<file path="src/rtl/pc_pkg.sv">
// pc_pkg: shared types and constants for the program-counter unit.
//   cond_t      - 3-bit branch condition code as carried on cond_i
//   FLAG_*      - bit positions inside the 3-bit flags vector {V, N, Z}
//   pc_state_t  - PC unit state (RUN / HALTED)
package pc_pkg;

    typedef enum logic [2:0] {
        COND_NE     = 3'b000,
        COND_EQ     = 3'b001,
        COND_GT     = 3'b010,
        COND_LT     = 3'b011,
        COND_GE     = 3'b100,
        COND_LE     = 3'b101,
        COND_OV     = 3'b110,
        COND_UNCOND = 3'b111
    } cond_t;

    localparam int FLAG_V = 2;
    localparam int FLAG_N = 1;
    localparam int FLAG_Z = 0;

    typedef enum logic [0:0] {
        ST_RUN    = 1'b0,
        ST_HALTED = 1'b1
    } pc_state_t;

endpackage

</file>
<file path="src/rtl/pc_cond_eval.sv">
// pc_cond_eval: combinational branch-condition evaluator.
//   cond      in  cond_t  condition code
//   flags     in  3       {V, N, Z}
//   cond_true out 1       condition holds for the given flags
module pc_cond_eval
    import pc_pkg::*;
(
    input  cond_t      cond,
    input  logic [2:0] flags,
    output logic       cond_true
);

    logic v, n, z;

    assign v = flags[FLAG_V];
    assign n = flags[FLAG_N];
    assign z = flags[FLAG_Z];

    always_comb begin
        cond_true = 1'b0;
        case (cond)
            COND_NE:     cond_true = ~z;
            COND_EQ:     cond_true = z;
            COND_GT:     cond_true = ~z & ~n;
            COND_LT:     cond_true = n;
            COND_GE:     cond_true = z | ~n;
            COND_LE:     cond_true = z | n;
            COND_OV:     cond_true = v;
            COND_UNCOND: cond_true = 1'b1;
            default:     cond_true = 1'b0;
        endcase
    end

endmodule

</file>
<file path="src/rtl/pc_unit.sv">
// pc_unit: architectural fetch PC with branch redirect, stall, halt and a
// saturating taken-branch counter.
//   clk, rst_n      clock; synchronous active-low reset
//   stall_i         hold PC this cycle
//   halt_i          HLT decoded in fetch; freezes the unit until reset
//   br_valid_i      a branch resolves this cycle
//   br_type_i       0 = PC-relative B, 1 = register BR
//   cond_i, flags_i condition code and {V,N,Z}
//   off_i           signed B offset in instruction units
//   br_base_i       PC+INC of the branch instruction
//   rs_i            BR target
//   pc_o            registered fetch PC; pc_plus_o = pc_o+INC
//   taken_o         combinational taken indication
//   flush_o         one-cycle pulse after each taken branch
//   halted_o        unit is in HALTED
//   br_cnt_o        saturating taken-branch count
module pc_unit
    import pc_pkg::*;
#(
    parameter int          PC_W     = 16,
    parameter int          OFF_W    = 9,
    parameter int unsigned INC      = 2,
    parameter int unsigned RESET_PC = 0,
    parameter int          CNT_W    = 16
) (
    input  logic             clk,
    input  logic             rst_n,
    input  logic             stall_i,
    input  logic             halt_i,
    input  logic             br_valid_i,
    input  logic             br_type_i,
    input  logic [2:0]       cond_i,
    input  logic [2:0]       flags_i,
    input  logic [OFF_W-1:0] off_i,
    input  logic [PC_W-1:0]  br_base_i,
    input  logic [PC_W-1:0]  rs_i,
    output logic [PC_W-1:0]  pc_o,
    output logic [PC_W-1:0]  pc_plus_o,
    output logic             taken_o,
    output logic             flush_o,
    output logic             halted_o,
    output logic [CNT_W-1:0] br_cnt_o
);

    localparam logic [PC_W-1:0]  PC_INC   = PC_W'(INC);
    localparam logic [PC_W-1:0]  PC_RST   = PC_W'(RESET_PC);
    localparam logic [CNT_W-1:0] CNT_MAX  = {CNT_W{1'b1}};

    pc_state_t        state;
    logic             cond_true;
    logic [PC_W-1:0]  off_ext;
    logic [PC_W-1:0]  b_target;
    logic [PC_W-1:0]  target;

    pc_cond_eval u_cond (
        .cond      (cond_t'(cond_i)),
        .flags     (flags_i),
        .cond_true (cond_true)
    );

    // Offset is in instruction units (2 bytes); sign-extend to PC width,
    // then scale. All sums wrap mod 2^PC_W.
    assign off_ext   = PC_W'($signed(off_i));
    assign b_target  = br_base_i + (off_ext << 1);
    assign target    = br_type_i ? rs_i : b_target;

    assign pc_plus_o = pc_o + PC_INC;
    assign taken_o   = br_valid_i & cond_true & (state == ST_RUN);
    assign halted_o  = (state == ST_HALTED);

    always_ff @(posedge clk) begin
        if (!rst_n) begin
            pc_o     <= PC_RST;
            flush_o  <= 1'b0;
            br_cnt_o <= '0;
            state    <= ST_RUN;
        end else begin
            // taken_o is already gated by RUN, so no flush can leave HALTED.
            flush_o <= taken_o;
            case (state)
                ST_RUN: begin
                    // Taken branch is older than the stall/halt in fetch,
                    // so it wins; a halt alongside it is wrong-path.
                    if (taken_o) begin
                        pc_o <= target;
                        if (br_cnt_o != CNT_MAX)
                            br_cnt_o <= br_cnt_o + 1'b1;
                    end else if (stall_i) begin
                        pc_o <= pc_o;
                    end else if (halt_i) begin
                        state <= ST_HALTED;
                    end else begin
                        pc_o <= pc_plus_o;
                    end
                end
                ST_HALTED: begin
                    // Only reset leaves HALTED.
                    state <= ST_HALTED;
                end
                default: state <= ST_RUN;
            endcase
        end
    end

endmodule

</file>
<file path="config.mk">
export PLATFORM = sky130hd
export DESIGN_NAME = pc_unit
export DESIGN_NICKNAME = d
export VERILOG_FILES = /design/src/rtl/pc_pkg.sv /design/src/rtl/pc_cond_eval.sv /design/src/rtl/pc_unit.sv
export SDC_FILE = /design/constraint.sdc
export NUM_CORES = 1
export LEC_CHECK = 0
export CAP_MARGIN = 5
export CORE_MARGIN = 8
export CORE_UTILIZATION = 45
export DETAILED_ROUTE_END_ITERATION = 10
export PLACE_DENSITY = 0.81
export SKIP_LAST_GASP = 1
export SLEW_MARGIN = 20
export SYNTH_ARGS = -nofsm -noshare
export SYNTH_HDL_FRONTEND = slang
export SYNTH_SLANG_ARGS = --single-unit
</file>
<file path="constraint.sdc">
create_clock -name clk -period 4.4 [get_ports clk]
set_input_delay 0.44 -clock clk [delete_from_list [all_inputs] [get_ports clk]]
set_output_delay 0.44 -clock clk [all_outputs]
set_load 0.05 [all_outputs]
</file>
==> impl_metrics.yaml <==
outcome:
  status: "finished, final reports clean"
floorplanning:
  core_area_um2: 5956
  pin_count: 104
  fp.dieW_um: 94.78
  start_util: 0.4689
  die_h_um: 94.78
  rows: 28
  die_area_um2: 8982
sta:
  finalSetupViolations: 0
  fin_ws_ps: 1204
  drv_slew: 0
  worst_slew_pin_slew_ps: 848.2
  hold_violations: 0
  min_period_ps: 3196
  max_freq_ghz: 0.3129
  min_period_over_period: 0.7263
  rsz0062_at_grt: "false"
  relSlewSlack: 0.4302
  fin_setup_tns_ps: 0
  finalClockSkew_ps: 4.796
clock_tree:
  cts_setup_buffers: 0
  htree_num_levels: 2
  tritoncts: "done"
  clock_latency_ps: 290
  clk_pin_slew_ps: 70
  cts_root_buffer: "clkbuf_8"
  ctsHoldBuffers: 0
  numCtsBuffers: 5
  cts_sinks: 34
  cts_resized: 0
  cts.path.max_buffers: 2
worst_setup_path:
  cp_cell_sequence: "ha_1 > nand3_1 > nor4_2 > nand3_1 > xnor2_1 > clkdlybuf4s50_1"
  critical_path_class: "flop to output port"
  start_kind: "flop"
  reg2reg_depth: 7
  r2r-start: "br_cnt_o[0]"
  ff2ff_setup_slack_ps: 2280
  slowest_delay_ps: 820
  endpoint_kind: "output port"
  slowest_stage: "clkdlybuf4s50_1"
  path_buf_inv: 1
  required_ps: 3960
  r2r_end: "br_cnt_o[6]"
  cp_common_cell: "nand3_1"
  arrival_ps: 2760
  path_max_fanout: 5
  cpLargestDelayFamily: "simple AND/OR/NAND/NOR gates"
global_route:
  antenna_found_initial: 0
  grt_pass1_vias: 3006
  grtUsageTotal: 0.2011
  grt_pass1_wl_mm: 14.50
  gr-total-overflow: 0
  grt_max_degree: 30
drt:
  drc: 0
  drt-initial-drc-count: 186
  post_drt_wl_per_cell_um: 16.73
  avgViaCountPerCell: 5.784
  vias: 3112
  ant_nets: 0
  dr.pass1.iters: 5
  postRouteWirelength_mm: 9.001
cells_and_area:
  final_cell_mix: "103 x clkdlybuf4s50_1, 38 x nand2_1, 37 x nor2_1"
  layout-drive-gt1-share: 0.03672
  areaGrowthSynthToFinish_pct: 42.79
  diodes: 0
  fin_area_um2: 3988
  nets: 533
  final_common_cell: "clkdlybuf4s50_1"
synthesis:
  synth_nets: 435
  synth-seq-cells: 34
  synth_ff_type: "dfxtp_1"
  synth.avg_cell_area_um2: 7.651
  async_flop_share: 0
  ys_seq_area_frac: 0.2437
  netlist_area_um2: 2793
  ys_warn_count: 0
  yosysUniqueCellTypes: 55
  synth_edf_count: 0
  syn_inst: 365
placement:
  gp_congestion: 0.8847
  dp_hpwl_mm: 7.048
  post_dp_cell_area_um2: 3875
  io_buffers: 103
  dpl_worst_slack_ps: 1415
worst_hold_path:
  min_to: "br_cnt_o[1]"
  worst_hold_path_type: "flop to flop"
  hold_depth: 2
  hp-start: "br_cnt_o[1]"
pwr:
  power_density_nw_per_um2: 274.9
  p_leak_nw: 1.500
  vdd_ir_drop_max_uv: 217.2
job:
  max-cap-violations: 0
-- synth_stat cells, drive strengths merged (2+ instances only) --
library cell,instances,share of area
a211oi,8,0.023
a21boi,2,0.0054
a21o,7,0.019
a21oi,17,0.030
a221oi,4,0.013
a311oi,4,0.013
a31oi,3,0.0067
and3,3,0.0072
and4,2,0.0063
buf,6,0.013
clkbuf,8,0.011
clkinv,2,0.0027
dfxtp,34,0.24
ha,16,0.072
inv,17,0.023
mux2i,8,0.029
nand2,39,0.053
nand2b,5,0.011
nand3,23,0.041
nand4,8,0.018
nor2,37,0.050
nor2b,2,0.0045
nor3,11,0.024
nor4,6,0.016
o2111ai,2,0.0063
o211ai,4,0.011
o21a,5,0.013
o21ai,14,0.025
o21bai,2,0.0054
o22ai,3,0.0067
o311ai,2,0.0063
or3,3,0.0067
or4,2,0.0067
xnor2,22,0.069
xor2,23,0.072
-- cell type report --
type,instances,area [um2]
clock inverters,1,30.03
well taps,75,93.84
clock buffers,6,82.58
fillers,514,1968
repair buffers,105,1046
flip-flops and latches,34,680.7
inverters,19,71.32
multi-input cells,298,1983
-- per-layer routing --
metal | track usage | part of all wire | vias up
met5 | 0 | 0 | -
met3 | 0.03333 | 0.065 | 17
met2 | 0.3441 | 0.48 | 130
met1 | 0.2434 | 0.43 | 1452
met4 | 0.08322 | 0.029 | 0
li1 | - | - | 1513
-- report_power, final --
part / internal [mW] / switching [mW] / leakage, nW
registers: 0.326 / 0.0284 / 0.277
clock network: 0.181 / 0.113 / 0.0573
logic: 0.178 / 0.270 / 1.17
-- worst max path at each step --
stage | start | end | cells after the start
5_1_grt | pc_o[1] | pc_plus_o[13] | 6
4_1_cts | pc_o[1] | pc_plus_o[13] | 6
6_report | pc_o[1] | pc_plus_o[13] | 6
2_1_floorplan | pc_o[2] | pc_plus_o[13] | 5
3_3_place_gp | cond_i[1] | taken_o | 6
3_5_place_dp | cond_i[1] | taken_o | 6
-- flip-flops by register name (all words and copies together), names as in the netlist --
register and count:
br_cnt_o 16, pc_o 16, flush_o 1, halted_o 1
-- through the flow --
stage          std cells  power, mW  hold slack (ps)    util
2_1_floorplan        365     0.6426            607.4       -
4_1_cts              538      1.098            503.4  0.6695
3_3_place_gp         531     0.7970            481.3  0.6506
3_5_place_dp         531     0.8045            494.4  0.6506
5_1_grt              538      1.146            539.3  0.6695
6_report             538      1.096            501.1  0.6695
-- tightest hold or removal path: stages, from the launching register on --
cell	delay, ps
dfxtp_1	340
nand2_1	60
a21oi_1	60
-- logic make-up (layout without fill, tap and decap cells) --
logic type | after synthesis | count (layout) | synth area share
AO/OA/AOI/OAI | 84 | 84 | 0.2061
XOR/XNOR | 45 | 45 | 0.1411
adder cells (fa/ha/maj) | 17 | 17 | 0.07885
buffers and inverters | 33 | 131 | 0.04883
flip-flops | 34 | 34 | 0.2437
multiplexers | 8 | 8 | 0.02867
AND/OR/NAND/NOR | 144 | 144 | 0.2527
No activity file was read; power rests on OpenSTA's default activity.
